<file path="src/rtl/ahb_mtx_in_stg_pkg.sv">
// Shared definitions for the AHB matrix per-master input stage:
// transfer/response encodings and the held control-group payload.
package ahb_mtx_in_stg_pkg;

    localparam logic [1:0] HTRANS_IDLE   = 2'b00;
    localparam logic [1:0] HTRANS_BUSY   = 2'b01;
    localparam logic [1:0] HTRANS_NONSEQ = 2'b10;
    localparam logic [1:0] HTRANS_SEQ    = 2'b11;

    localparam logic HRESP_OKAY  = 1'b0;
    localparam logic HRESP_ERROR = 1'b1;

    localparam int unsigned CTRL_W = 18;

    // Address-phase control group captured alongside the address
    typedef struct packed {
        logic [1:0] trans;
        logic       write;
        logic [2:0] size;
        logic [2:0] burst;
        logic [3:0] prot;
        logic [3:0] master;
        logic       mastlock;
    } ahb_ctrl_t;

    typedef enum logic {
        ST_PASS = 1'b0,
        ST_HOLD = 1'b1
    } stg_state_e;

    // NONSEQ and SEQ are the only transfer types that request a slave
    function automatic logic is_req_trans(input logic [1:0] trans);
        return trans[1];
    endfunction

endpackage

</file>
<file path="src/rtl/ahb_mtx_in_stg_if.sv">
// Master-port AHB signal bundle seen by the input stage.
interface ahb_mtx_in_stg_if #(
    parameter int unsigned ADDR_W = 32,
    parameter int unsigned USER_W = 32,
    parameter int unsigned DATA_W = 32
);
    logic              HSELS;
    logic [ADDR_W-1:0] HADDRS;
    logic [USER_W-1:0] HAUSERS;
    logic [1:0]        HTRANSS;
    logic              HWRITES;
    logic [2:0]        HSIZES;
    logic [2:0]        HBURSTS;
    logic [3:0]        HPROTS;
    logic [3:0]        HMASTERS;
    logic              HMASTLOCKS;
    logic              HREADYS;
    logic [DATA_W-1:0] HWDATAS;
    logic [USER_W-1:0] HWUSERS;
    logic              HREADYOUTS;
    logic              HRESPS;

    modport master (
        output HSELS, HADDRS, HAUSERS, HTRANSS, HWRITES, HSIZES, HBURSTS,
               HPROTS, HMASTERS, HMASTLOCKS, HREADYS, HWDATAS, HWUSERS,
        input  HREADYOUTS, HRESPS
    );

    modport slave (
        input  HSELS, HADDRS, HAUSERS, HTRANSS, HWRITES, HSIZES, HBURSTS,
               HPROTS, HMASTERS, HMASTLOCKS, HREADYS, HWDATAS, HWUSERS,
        output HREADYOUTS, HRESPS
    );
endinterface

</file>
<file path="src/rtl/ahb_mtx_in_stg.sv">
// Per-master input stage of the L1 AHB bus matrix: holds an accepted address
// phase until an output stage grants this port, stalling the master meanwhile.
module ahb_mtx_in_stg
    import ahb_mtx_in_stg_pkg::*;
#(
    parameter int unsigned ADDR_W = 32,
    parameter int unsigned USER_W = 32,
    parameter int unsigned DATA_W = 32
) (
    input  logic              HCLK,
    input  logic              HRESETn,
    ahb_mtx_in_stg_if.slave   ahb,
    output logic              sel_ip,
    output logic [ADDR_W-1:0] addr_ip,
    output logic [USER_W-1:0] auser_ip,
    output logic [1:0]        trans_ip,
    output logic              write_ip,
    output logic [2:0]        size_ip,
    output logic [2:0]        burst_ip,
    output logic [3:0]        prot_ip,
    output logic [3:0]        master_ip,
    output logic              mastlock_ip,
    output logic [DATA_W-1:0] wdata_ip,
    output logic [USER_W-1:0] wuser_ip,
    output logic              held_tran_ip,
    input  logic              active_ip,
    input  logic              readymux_ip,
    input  logic              readyout_ip,
    input  logic              resp_ip
);

    stg_state_e        state_q, state_d;
    logic              data_phase_q, data_phase_d;
    logic [ADDR_W-1:0] addr_q, addr_d;
    logic [USER_W-1:0] auser_q, auser_d;
    ahb_ctrl_t         ctrl_q, ctrl_d;
    ahb_ctrl_t         ctrl_live;
    ahb_ctrl_t         ctrl_out;
    logic              pend_c;
    logic              accept_c;
    logic              issue_c;

    assign ctrl_live = '{
        trans:    ahb.HTRANSS,
        write:    ahb.HWRITES,
        size:     ahb.HSIZES,
        burst:    ahb.HBURSTS,
        prot:     ahb.HPROTS,
        master:   ahb.HMASTERS,
        mastlock: ahb.HMASTLOCKS
    };

    assign pend_c       = (state_q == ST_HOLD);
    assign accept_c     = ahb.HSELS & ahb.HREADYS & is_req_trans(ahb.HTRANSS);
    assign held_tran_ip = pend_c | accept_c;
    assign issue_c      = held_tran_ip & active_ip & readymux_ip;

    // State, data-phase flag and held address/control bank
    always_ff @(posedge HCLK or negedge HRESETn) begin
        if (!HRESETn) begin
            state_q      <= ST_PASS;
            data_phase_q <= 1'b0;
            addr_q       <= '0;
            auser_q      <= '0;
            ctrl_q       <= '0;
        end else begin
            state_q      <= state_d;
            data_phase_q <= data_phase_d;
            addr_q       <= addr_d;
            auser_q      <= auser_d;
            ctrl_q       <= ctrl_d;
        end
    end

    // Capture only from pass-through; a held transfer is never overwritten
    always_comb begin
        state_d      = state_q;
        data_phase_d = data_phase_q;
        addr_d       = addr_q;
        auser_d      = auser_q;
        ctrl_d       = ctrl_q;

        case (state_q)
            ST_PASS: begin
                if (accept_c && !issue_c) begin
                    state_d = ST_HOLD;
                    addr_d  = ahb.HADDRS;
                    auser_d = ahb.HAUSERS;
                    ctrl_d  = ctrl_live;
                end
            end
            ST_HOLD: begin
                if (issue_c) begin
                    state_d = ST_PASS;
                end
            end
            default: state_d = ST_PASS;
        endcase

        // The master's data phase is frozen while it is stalled by a hold
        if (!pend_c) begin
            if (issue_c) begin
                data_phase_d = 1'b1;
            end else if (data_phase_q && readyout_ip) begin
                data_phase_d = 1'b0;
            end
        end
    end

    always_comb begin
        sel_ip   = ahb.HSELS;
        addr_ip  = ahb.HADDRS;
        auser_ip = ahb.HAUSERS;
        ctrl_out = ctrl_live;
        if (pend_c) begin
            sel_ip   = 1'b1;
            addr_ip  = addr_q;
            auser_ip = auser_q;
            ctrl_out = ctrl_q;
        end
    end

    assign trans_ip    = ctrl_out.trans;
    assign write_ip    = ctrl_out.write;
    assign size_ip     = ctrl_out.size;
    assign burst_ip    = ctrl_out.burst;
    assign prot_ip     = ctrl_out.prot;
    assign master_ip   = ctrl_out.master;
    assign mastlock_ip = ctrl_out.mastlock;

    // Write data is steered by the output stage's own data-phase port
    assign wdata_ip = ahb.HWDATAS;
    assign wuser_ip = ahb.HWUSERS;

    assign ahb.HREADYOUTS = pend_c ? 1'b0 : (data_phase_q ? readyout_ip : 1'b1);
    assign ahb.HRESPS     = (data_phase_q && !pend_c) ? resp_ip : HRESP_OKAY;

endmodule

</file>
<file path="src/flat_wrapper.sv">
// flat-port wrapper written by rule: the top's interface ports become plain ports
module ahb_mtx_in_stg_flat import ahb_mtx_in_stg_pkg::*;
#(
    parameter int unsigned ADDR_W = 32,
    parameter int unsigned USER_W = 32,
    parameter int unsigned DATA_W = 32
)
  (HCLK, HRESETn, sel_ip, addr_ip, auser_ip, trans_ip, write_ip, size_ip, burst_ip, prot_ip, master_ip, mastlock_ip, wdata_ip, wuser_ip, held_tran_ip, active_ip, readymux_ip, readyout_ip, resp_ip, ahb_HSELS, ahb_HADDRS, ahb_HAUSERS, ahb_HTRANSS, ahb_HWRITES, ahb_HSIZES, ahb_HBURSTS, ahb_HPROTS, ahb_HMASTERS, ahb_HMASTLOCKS, ahb_HREADYS, ahb_HWDATAS, ahb_HWUSERS, ahb_HREADYOUTS, ahb_HRESPS);
  ahb_mtx_in_stg_if #(.ADDR_W(ADDR_W), .USER_W(USER_W), .DATA_W(DATA_W)) ahb_i ();
  input  logic HCLK;
  input  logic HRESETn;
  output logic sel_ip;
  output logic [ADDR_W-1:0] addr_ip;
  output logic [USER_W-1:0] auser_ip;
  output logic [1:0] trans_ip;
  output logic write_ip;
  output logic [2:0] size_ip;
  output logic [2:0] burst_ip;
  output logic [3:0] prot_ip;
  output logic [3:0] master_ip;
  output logic mastlock_ip;
  output logic [DATA_W-1:0] wdata_ip;
  output logic [USER_W-1:0] wuser_ip;
  output logic held_tran_ip;
  input  logic active_ip;
  input  logic readymux_ip;
  input  logic readyout_ip;
  input  logic resp_ip;
  input wire logic [$bits(ahb_i.HSELS)-1:0] ahb_HSELS;
  input wire logic [$bits(ahb_i.HADDRS)-1:0] ahb_HADDRS;
  input wire logic [$bits(ahb_i.HAUSERS)-1:0] ahb_HAUSERS;
  input wire logic [$bits(ahb_i.HTRANSS)-1:0] ahb_HTRANSS;
  input wire logic [$bits(ahb_i.HWRITES)-1:0] ahb_HWRITES;
  input wire logic [$bits(ahb_i.HSIZES)-1:0] ahb_HSIZES;
  input wire logic [$bits(ahb_i.HBURSTS)-1:0] ahb_HBURSTS;
  input wire logic [$bits(ahb_i.HPROTS)-1:0] ahb_HPROTS;
  input wire logic [$bits(ahb_i.HMASTERS)-1:0] ahb_HMASTERS;
  input wire logic [$bits(ahb_i.HMASTLOCKS)-1:0] ahb_HMASTLOCKS;
  input wire logic [$bits(ahb_i.HREADYS)-1:0] ahb_HREADYS;
  input wire logic [$bits(ahb_i.HWDATAS)-1:0] ahb_HWDATAS;
  input wire logic [$bits(ahb_i.HWUSERS)-1:0] ahb_HWUSERS;
  output wire logic [$bits(ahb_i.HREADYOUTS)-1:0] ahb_HREADYOUTS;
  output wire logic [$bits(ahb_i.HRESPS)-1:0] ahb_HRESPS;
  assign ahb_i.HSELS = ahb_HSELS;
  assign ahb_i.HADDRS = ahb_HADDRS;
  assign ahb_i.HAUSERS = ahb_HAUSERS;
  assign ahb_i.HTRANSS = ahb_HTRANSS;
  assign ahb_i.HWRITES = ahb_HWRITES;
  assign ahb_i.HSIZES = ahb_HSIZES;
  assign ahb_i.HBURSTS = ahb_HBURSTS;
  assign ahb_i.HPROTS = ahb_HPROTS;
  assign ahb_i.HMASTERS = ahb_HMASTERS;
  assign ahb_i.HMASTLOCKS = ahb_HMASTLOCKS;
  assign ahb_i.HREADYS = ahb_HREADYS;
  assign ahb_i.HWDATAS = ahb_HWDATAS;
  assign ahb_i.HWUSERS = ahb_HWUSERS;
  assign ahb_HREADYOUTS = ahb_i.HREADYOUTS;
  assign ahb_HRESPS = ahb_i.HRESPS;
  ahb_mtx_in_stg #(.ADDR_W(ADDR_W), .USER_W(USER_W), .DATA_W(DATA_W)) u_core (.HCLK(HCLK), .HRESETn(HRESETn), .ahb(ahb_i), .sel_ip(sel_ip), .addr_ip(addr_ip), .auser_ip(auser_ip), .trans_ip(trans_ip), .write_ip(write_ip), .size_ip(size_ip), .burst_ip(burst_ip), .prot_ip(prot_ip), .master_ip(master_ip), .mastlock_ip(mastlock_ip), .wdata_ip(wdata_ip), .wuser_ip(wuser_ip), .held_tran_ip(held_tran_ip), .active_ip(active_ip), .readymux_ip(readymux_ip), .readyout_ip(readyout_ip), .resp_ip(resp_ip));
endmodule
</file>
<file path="config.mk">
export PLATFORM = sky130hd
export DESIGN_NAME = ahb_mtx_in_stg_flat
export DESIGN_NICKNAME = d
export VERILOG_FILES = /design/src/rtl/ahb_mtx_in_stg_pkg.sv /design/src/rtl/ahb_mtx_in_stg_if.sv /design/src/rtl/ahb_mtx_in_stg.sv /design/src/flat_wrapper.sv
export SDC_FILE = /design/constraint.sdc
export NUM_CORES = 1
export LEC_CHECK = 0
export CORE_AREA = 8 8 146 120
export DETAILED_ROUTE_END_ITERATION = 7
export DIE_AREA = 0 0 154 128
export PLACE_DENSITY_LB_ADDON = 0.08
export SETUP_SLACK_MARGIN = 0.05
export SLEW_MARGIN = 10
export SYNTH_ARGS = -nofsm -noshare
export SYNTH_HDL_FRONTEND = slang
export SYNTH_SLANG_ARGS = --single-unit
</file>
<file path="constraint.sdc">
create_clock -name HCLK -period 1.54 [get_ports HCLK]
set_input_delay 0.308 -clock HCLK [delete_from_list [all_inputs] [get_ports HCLK]]
set_output_delay 0.308 -clock HCLK [all_outputs]
set_load 0.01 [all_outputs]
</file>
==> load_flow_metrics.sql <==
INSERT INTO impl_metrics (metric_group, metric, value, unit) VALUES
('route', 'drt-initial-drc-count', '67', ''),
('yosys', 'syn_inst', '343', ''),
('clocking', 'clock_path_buffers', '2', ''),
('sta', 'finalCritPeriodShare', '130.6', '%'),
('yosys', 'syn_avg_cell_area', '14.68', 'um2'),
('clocking', 'worst_setup_hold_path_clk_slew', '0.06', 'ns'),
('route', 'via_count', '3363', ''),
('global_route', 'gr-usage-all-layers', '12.89', '%'),
('yosys', 'synth_async_sr_flop_share', '100.0', '%'),
('yosys', 'synth_enable_flop_cells', '0', ''),
('run', 'cap_violations', '0', ''),
('run_status', 'status', 'finished with violations', ''),
('worst_setup_path', 'critPathLaunch', 'u_core.pend_c', ''),
('sta', 'final.setup.worst_slack', '-0.4715', 'ns'),
('worst_setup_path', 'worstReg2RegStart', 'u_core.pend_c', ''),
('sta', 'slew_of_the_pin_with_the_lowest_slew_margin', '0.2943', 'ns'),
('yosys', 'synth_common_cells', 'sky130_fd_sc_hd__dfrtp_1, sky130_fd_sc_hd__mux2_2, sky130_fd_sc_hd__mux2_4, sky130_fd_sc_hd__buf_4', ''),
('worst_setup_path', 'crit_arrival', '1.70', 'ns'),
('sta', 'setup_viol', '167', ''),
('global_route', 'grt_first_pass_wirelength', '20240', 'um'),
('sta', 'fin_hold_ws', '0.4162', 'ns'),
('pwr', 'cellLeakagePower', '3.645', 'nW'),
('sta', 'timing.clock.skew', '0.003126', 'ns'),
('clocking', 'clkSinkCount', '84', ''),
('yosys', 'synth_cell_type_count', '17', ''),
('clocking', 'cts_root_buf', 'sky130_fd_sc_hd__clkbuf_16', ''),
('yosys', 'post_synth_instance_area', '0.005035', 'mm2'),
('clocking', 'htree_num_levels', '3', ''),
('sta', 'setup_tns', '-57.77', 'ns'),
('floorplan', 'die_x', '154', 'um'),
('pwr', 'power.combinational.fraction', '36.7', '%'),
('pwr', 'power.ir.vdd_worst', '0.4852', 'mV'),
('route', 'drc', '0', ''),
('cells_and_area', 'insertedDiodeCount', '0', ''),
('place', 'gp_congestion', '0.6794', ''),
('yosys', 'ys.warnings.count', '0', ''),
('route', 'detail_route.wl_per_cell', '18.07', 'um'),
('yosys', 'synth_top_cell_area_share', '41.75', '%'),
('run_status', 'violated_checks', 'negative setup slack', ''),
('worst_setup_path', 'critical_path.startpoint_type', 'flop', ''),
('sta', 'max_slew_margin', '80.38', '%'),
('worst_setup_path', 'crit_buf_inv', '4', ''),
('worst_setup_path', 'timing.critical_path.cells', 'buf_6 > clkbuf_16 > buf_8 > mux2_4 > buf_6', ''),
('place', 'numPlacedInstances', '711', ''),
('pwr', 'cellInternalPower', '0.006462', 'W'),
('worst_setup_path', 'criticalPathCategory', 'flop to primary output', ''),
('yosys', 'synthFlopType', 'sky130_fd_sc_hd__dfrtp_1', ''),
('worst_setup_path', 'critPathTopFamily', 'buffers and inverters', ''),
('pwr', 'power.density_cell_area', '1084', 'mW/mm2'),
('floorplan', 'boundaryPins', '304', ''),
('hold_path', 'hold_path.class', 'input pin to async pin', ''),
('place', 'placement.io_buffers', '175', ''),
('worst_setup_path', 'rrSetupSlack', '-0.35', 'ns'),
('cells_and_area', 'fill_cells', '1341', ''),
('clocking', 'number_of_cts_inserted_buffers', '9', ''),
('floorplan', 'dieHeight', '128', 'um'),
('pwr', 'sw_frac_of_total', '25.31', '%'),
('place', 'post_detailed_placement_half_perimeter_wirelength', '9279', 'um'),
('pwr', 'clkPwrFrac', '27.2', '%'),
('sta', 'rsz0062_at_grt', 'yes', ''),
('yosys', 'synth_largest_area_cell', 'sky130_fd_sc_hd__dfrtp_1', ''),
('worst_setup_path', 'critical_path.reg2reg.endpoint', 'u_core.addr_q[11]', ''),
('cells_and_area', 'num-nets-final', '721', ''),
('global_route', 'grt_max_degree', '34', ''),
('worst_setup_path', 'worstSetupEndpointType', 'primary output', ''),
('worst_setup_path', 'worstRegToRegCells', '7', ''),
('sta', 'max_freq', '0.4971', 'GHz'),
('route', 'avgViaCountPerCell', '4.402', ''),
('place', 'dp_worst_setup_slack', '-0.5415', 'ns'),
('yosys', 'ys_top_cells_by_area', 'sky130_fd_sc_hd__dfrtp_1, sky130_fd_sc_hd__mux2_4, sky130_fd_sc_hd__mux2_2', ''),
('worst_setup_path', 'cell_repeated_most_along_the_worst_path', 'sky130_fd_sc_hd__buf_6', '');
[registers in the layout (all words and copies together) (netlist names)]
| register | count |
|---|---|
| u_core.pend_c | 1 |
| u_core.addr_q | 32 |
| u_core.data_phase_q | 1 |
| u_core.ctrl_q | 18 |
| u_core.auser_q | 32 |
[area by class of cell]
class	instances	area [um2]	share of cell area [%]
timing repair buffer	296	3039	38.10
clock buffer	11	252.7	3.168
inverter	1	3.754	0.04705
tap	193	241.5	3.027
multi-input combinational	175	2262	28.36
clock inverter	4	72.57	0.9097
sequential	84	2106	26.40
[worst max-delay path by stage]
stage                                    end  slack [ns]  cells past startpoint
final                            addr_ip[25]       -0.47                      5
after floorplan                 auser_ip[29]        0.05                      4
after global routing            auser_ip[31]       -0.52                      5
after global placement          held_tran_ip       -0.53                      4
after CTS                        auser_ip[5]       -0.68                      3
after detailed placement  u_core.auser_q[30]       -0.54                      6
[logic make-up (layout without fill, tap and decap cells)]
family                 Yosys count  after routing  synth area share (%)
AO/OA/AOI/OAI                    3              3                0.3478
buffers and inverters           84            312                 14.24
flip-flops                      84             84                 41.75
multiplexers                   163            163                 42.35
AND/OR/NAND/NOR                  9              9                 1.317
[cell usage in the layout, fill, tap and decap left out, types with 2 or more instances in the layout]
master / n
sky130_fd_sc_hd__mux2_4: 89
sky130_fd_sc_hd__clkdlybuf4s50_1: 88
sky130_fd_sc_hd__dfrtp_1: 83
sky130_fd_sc_hd__buf_4: 75
sky130_fd_sc_hd__mux2_2: 74
sky130_fd_sc_hd__buf_6: 67
sky130_fd_sc_hd__clkbuf_2: 20
sky130_fd_sc_hd__clkbuf_16: 19
sky130_fd_sc_hd__buf_12: 17
sky130_fd_sc_hd__buf_2: 13
sky130_fd_sc_hd__buf_8: 5
sky130_fd_sc_hd__nand2_1: 2
sky130_fd_sc_hd__bufinv_16: 2
sky130_fd_sc_hd__clkbuf_8: 2
[per-stage QoR]
stage | util, % | cell area (um2)
6_report | 52.01 | 7978
5_1_grt | 52.01 | 7978
4_1_cts | 47.78 | 7328
3_5_place_dp | 46.38 | 7114
3_3_place_gp | 46.38 | 7114
2_1_floorplan | - | 5040
[timing repair]
item                                    4_1_cts  5_1_grt
setup buffers                                 1       25
cloned                                        0       12
hold endpoints to repair                     15        0
endpoints found under the setup margin      167      168
gates resized for setup                     167      223
hold buffers                                  1        0
pin swaps                                     0        2
[power groups by stage]
stage,registers [W],clock network (W),logic [W]
floorplan,0.00302,0,0.00181
global placement,0.00314,0,0.00291
detailed placement,0.00312,0,0.00294
CTS,0.00311,0.00246,0.00281
global route,0.00320,0.00254,0.00339
finish,0.00312,0.00236,0.00317
[layer usage]
layer  vias to the layer above  track usage (%)  wire (um)
met1                      1607            16.64       6599
met5                         -                0         13
met4                         2            3.623        198
li1                       1589                -          -
met2                       128            18.59       5926
met3                        37            6.435       1063
(Power assumes the default switching activity.)
==> variant 1: new RTL, config.mk and constraints unchanged <==
`ADDR_W` is set to 32 in 3 places; all go to 64.
--- a/src/rtl/ahb_mtx_in_stg_if.sv
+++ b/src/rtl/ahb_mtx_in_stg_if.sv
@@ -1,6 +1,6 @@
 // Master-port AHB signal bundle seen by the input stage.
 interface ahb_mtx_in_stg_if #(
-    parameter int unsigned ADDR_W = 32,
+    parameter int unsigned ADDR_W = 64,
     parameter int unsigned USER_W = 32,
     parameter int unsigned DATA_W = 32
 );
--- a/src/rtl/ahb_mtx_in_stg.sv
+++ b/src/rtl/ahb_mtx_in_stg.sv
@@ -3,7 +3,7 @@
 module ahb_mtx_in_stg
     import ahb_mtx_in_stg_pkg::*;
 #(
-    parameter int unsigned ADDR_W = 32,
+    parameter int unsigned ADDR_W = 64,
     parameter int unsigned USER_W = 32,
     parameter int unsigned DATA_W = 32
 ) (
--- a/src/flat_wrapper.sv
+++ b/src/flat_wrapper.sv
@@ -1,7 +1,7 @@
 // flat-port wrapper written by rule: the top's interface ports become plain ports
 module ahb_mtx_in_stg_flat import ahb_mtx_in_stg_pkg::*;
 #(
-    parameter int unsigned ADDR_W = 32,
+    parameter int unsigned ADDR_W = 64,
     parameter int unsigned USER_W = 32,
     parameter int unsigned DATA_W = 32
 )
Ports: changed (resized addr_ip and ahb_HADDRS); port bits go from 304 to 368. The function was not compared with the original's and may differ.
==> variant 1 against the original RTL <==
  * Global-route usage up 3.5 points
  * Count of clock-buffer cells in the layout is 12 higher
  * Sequential cell count is 32 higher
  * Setup slack worse by 0.059 ns
  * Routed wire length grew 36%
  * Power rose by 36%
  * Fmax down 2.8%
  * Largest cell class unchanged
  * The flow still finishes with violations (setup timing)
  * Cell area increased by 22%
  * Area after synthesis up 23%
  * Via count rose by 33%
  * Hold slack got worse by 0.090 ns
==> variant 1: results <==
set metrics [dict create \
    timing.reg2reg.worst_path_depth 8 \
    clock_cell_area_share_pct 5.97 \
    cts.htree.levels 4 \
    failing_checks "setup timing" \
    cp_capture_point "addr_ip[37]" \
    cts_buffers 17 \
    synthTopCellsByArea "sky130_fd_sc_hd__dfrtp_1 (47%), sky130_fd_sc_hd__mux2_2 (31%), sky130_fd_sc_hd__mux2_1 (11%)" \
    maximum_number_of_pins_on_one_net_before_global_route_repair 45 \
    fin_tns_setup_ns -99.28 \
    n_multi_input_combinational_cell 239 \
    yosysSeqAreaShare_pct 47.0 \
    switching_share_pct 26.3 \
    hpwl_um 12100 \
    rrSetupSlack_ns -0.46 \
    timing.rr.end "u_core.ctrl_q[15]" \
    synth_cell_type_count 19 \
    syn-instance-count 445 \
    place_inst 821 \
    vdd_ir_drop_max_mv 0.754 \
    total_area_of_multi_input_combinational_cells_mm2 0.00287 \
    met1_usage_pct 19.8 \
    worst_slack_ns -0.530 \
    global_route_total_usage_across_every_layer_pct 16.4 \
    critPathMaxStageDelay_ns 0.49 \
    post_dp_cell_area_mm2 0.00855 \
    drt_iter0_drc 102 \
    nets 874 \
    top_regs "u_core.addr_q x64, u_core.auser_q x32, u_core.ctrl_q x18" \
    outcome "finished, violations left" \
    vias_per_cell 5.01 \
    clock-skew-final_ns 0.00415 \
    pre_cts_slack_ns -0.555 \
    setup_violations 232 \
    timing_worst_slew_pin_value_ns 0.241 \
    synth-seq-cells 116 \
    synth_commonest_cells "sky130_fd_sc_hd__mux2_2 (168), sky130_fd_sc_hd__dfrtp_1 (116), sky130_fd_sc_hd__buf_4 (65)" \
    use_met2_pct 24.3 \
    post_drt_wl_per_cell_um 20.9 \
    worst_hold_slack_ns 0.327 \
    power.static_leakage_nw 4.33 \
    powerDensity_mw_per_mm2 1210 \
    grt_pass1_wl_um 25200 \
    sequential_cell_area_mm2 0.00291 \
    routed-wl-met2_um 8400 \
    wl_met3_um 1780 \
    via_count_of_the_first_global_routing_pass 4610 \
    non_clock_buffer_area_share_pct 32.1 \
    io_buffer_count 239 \
    worst-path-max-fanout 8 \
]
## variant 1: cell types whose count changed after synthesis, moves of 2 or more
cell                      unedited run  this run
sky130_fd_sc_hd__buf_12              9         0
sky130_fd_sc_hd__mux2_4             79         0
sky130_fd_sc_hd__mux2_2             84       168
sky130_fd_sc_hd__buf_6               0         6
sky130_fd_sc_hd__buf_2               9        15
sky130_fd_sc_hd__buf_1               0         2
sky130_fd_sc_hd__mux2_1              0        59
sky130_fd_sc_hd__dfrtp_1            84       116
## variant 1: timing repair
item,4_1_cts,5_1_grt
cloned,1,18
endpoints found under the hold margin,33,0
gates resized for setup,197,318
setup endpoints to repair,232,232
pin swaps,0,1
hold buffers,1,0
setup buffers,2,20
## variant 1: power by group through the flow
stage	Clock [mW]	Sequential [mW]	Combinational (mW)
after floorplan	0	4.13	1.85
after global placement	0	4.23	3.27
after detailed placement	0	4.27	3.32
after CTS	3.96	4.22	3.19
after global routing	4.11	4.36	3.92
final	3.88	4.26	3.66
==> variant 2: new RTL, config.mk and constraints unchanged <==
Made on the original files. Reset style: synchronous (`HRESETn`), changed in one clocked block.
--- a/src/rtl/ahb_mtx_in_stg.sv
+++ b/src/rtl/ahb_mtx_in_stg.sv
@@ -56,7 +56,7 @@
     assign issue_c      = held_tran_ip & active_ip & readymux_ip;
 
     // State, data-phase flag and held address/control bank
-    always_ff @(posedge HCLK or negedge HRESETn) begin
+    always_ff @(posedge HCLK) begin
         if (!HRESETn) begin
             state_q      <= ST_PASS;
             data_phase_q <= 1'b0;
Formal check against the unedited RTL: differs if HRESETn is asserted again (counterexample within 4 cycles, from zero or initial values and one cycle with HRESETn low); with HRESETn held inactive, the same outputs for 4 cycles.
==> variant 2 against the original RTL <==
  * The flow still finishes with violations (setup timing)
  * Setup slack better by 0.072 ns
  * Area after synthesis is 2.6% lower
  * Critical path depth is 1 higher
  * Routed wire length is 9.2% higher
  * Cell area down 1.3%
  * Non-clock buffer count fell by 30
  * Synthesized cell count up 52%
  * Sequential cell count is the same
  * First-iteration DRC count grew 58%
  * Critical path type unchanged
  * Largest cell class unchanged
Power is not compared: it rests on default switching activity, and its combinational part moved more than twofold at a synthesized area within 25%.
==> variant 2: results <==
set metrics [dict create \
    outcome "finished, violations left" \
    failing_checks "setup timing" \
    slowest_stage "sky130_fd_sc_hd__dfxtp_4" \
    grt_use_met3_pct 6.67 \
    met1_usage_pct 16.5 \
    vias_per_cell 4.52 \
    non_clock_buffer_area_share_pct 37.7 \
    wl_met1_um 7080 \
    drive_above_1_share_pct 39.3 \
    worst_hold_slack_ns 0.375 \
    nets 853 \
    post_dp_cell_area_mm2 0.00664 \
    async_flop_share_pct 0 \
    grt_antenna_before_repair 0 \
    rrSetupSlack_ns -0.24 \
    n_all_buffers 266 \
    postSynth.topFlopCell "sky130_fd_sc_hd__dfxtp_1" \
    seqAreaFraction_pct 21.4 \
    yosysSeqAreaShare_pct 34.3 \
    synth_commonest_cells "sky130_fd_sc_hd__nand2_1 (163), sky130_fd_sc_hd__dfxtp_1 (84), sky130_fd_sc_hd__mux2_2 (82)" \
    proportion_of_cell_area_occupied_by_multi_input_gates_pct 33.7 \
    synth_cell_type_count 22 \
    post-cts-setup-buffers 3 \
    hold_path_class "in2reg" \
    sequential_cell_total 84 \
    wl_met3_um 1110 \
    mappedNetlistNets 677 \
    drt_iter0_drc 106 \
    top_signal_layer_used "met4" \
    synthTopCellsByArea "sky130_fd_sc_hd__dfxtp_1 (34%), sky130_fd_sc_hd__mux2_2 (19%), sky130_fd_sc_hd__mux2i_1 (17%)" \
    post_synth_mux_area_share_pct 35.3 \
    global_route_total_usage_across_every_layer_pct 13.6 \
    reg2reg_from "u_core.pend_c" \
    fill_cells 1406 \
    sequential_cell_area_mm2 0.00169 \
    timing.rr.end "u_core.auser_q[25]" \
    post_drt_wl_per_cell_um 16.8 \
    grt_pass1_wl_um 21400 \
    critPathMaxStageDelay_ns 0.35 \
    use_met2_pct 20.6 \
    hpwl_um 9820 \
    layout.clock_buffers 13 \
    critPathArrivalTime_ns 1.63 \
    maximum_number_of_pins_on_one_net_before_global_route_repair 56 \
    via_count_of_the_first_global_routing_pass 4083 \
    setup_violations 168 \
    worst_slack_ns -0.400 \
    routed-wl-met2_um 6610 \
]
==> variant 2: how the worst max path moves through the flow <==
| stage | startpoint | endpoint | slack (ns) | depth (start not counted) |
|---|---|---|---|---|
| after CTS | u_core.pend_c | master_ip[3] | -0.60 | 3 |
| after global placement | ahb_HSELS | held_tran_ip | -0.36 | 4 |
| after floorplan | u_core.pend_c | addr_ip[11] | 0.06 | 4 |
| after detailed placement | ahb_HSELS | u_core.auser_q[16] | -0.41 | 7 |
| final | u_core.pend_c | auser_ip[23] | -0.40 | 6 |
| after global routing | u_core.pend_c | auser_ip[23] | -0.45 | 6 |
==> variant 2: power by group through the flow <==
stage / sequential (mW) / combinational (mW) / clock, mW
floorplan: 2.31 / 0.705 / 0
global placement: 2.32 / 1.23 / 0
detailed placement: 2.32 / 1.24 / 0
CTS: 2.27 / 1.24 / 2.41
global route: 2.28 / 1.56 / 2.51
finish: 2.27 / 1.46 / 2.33
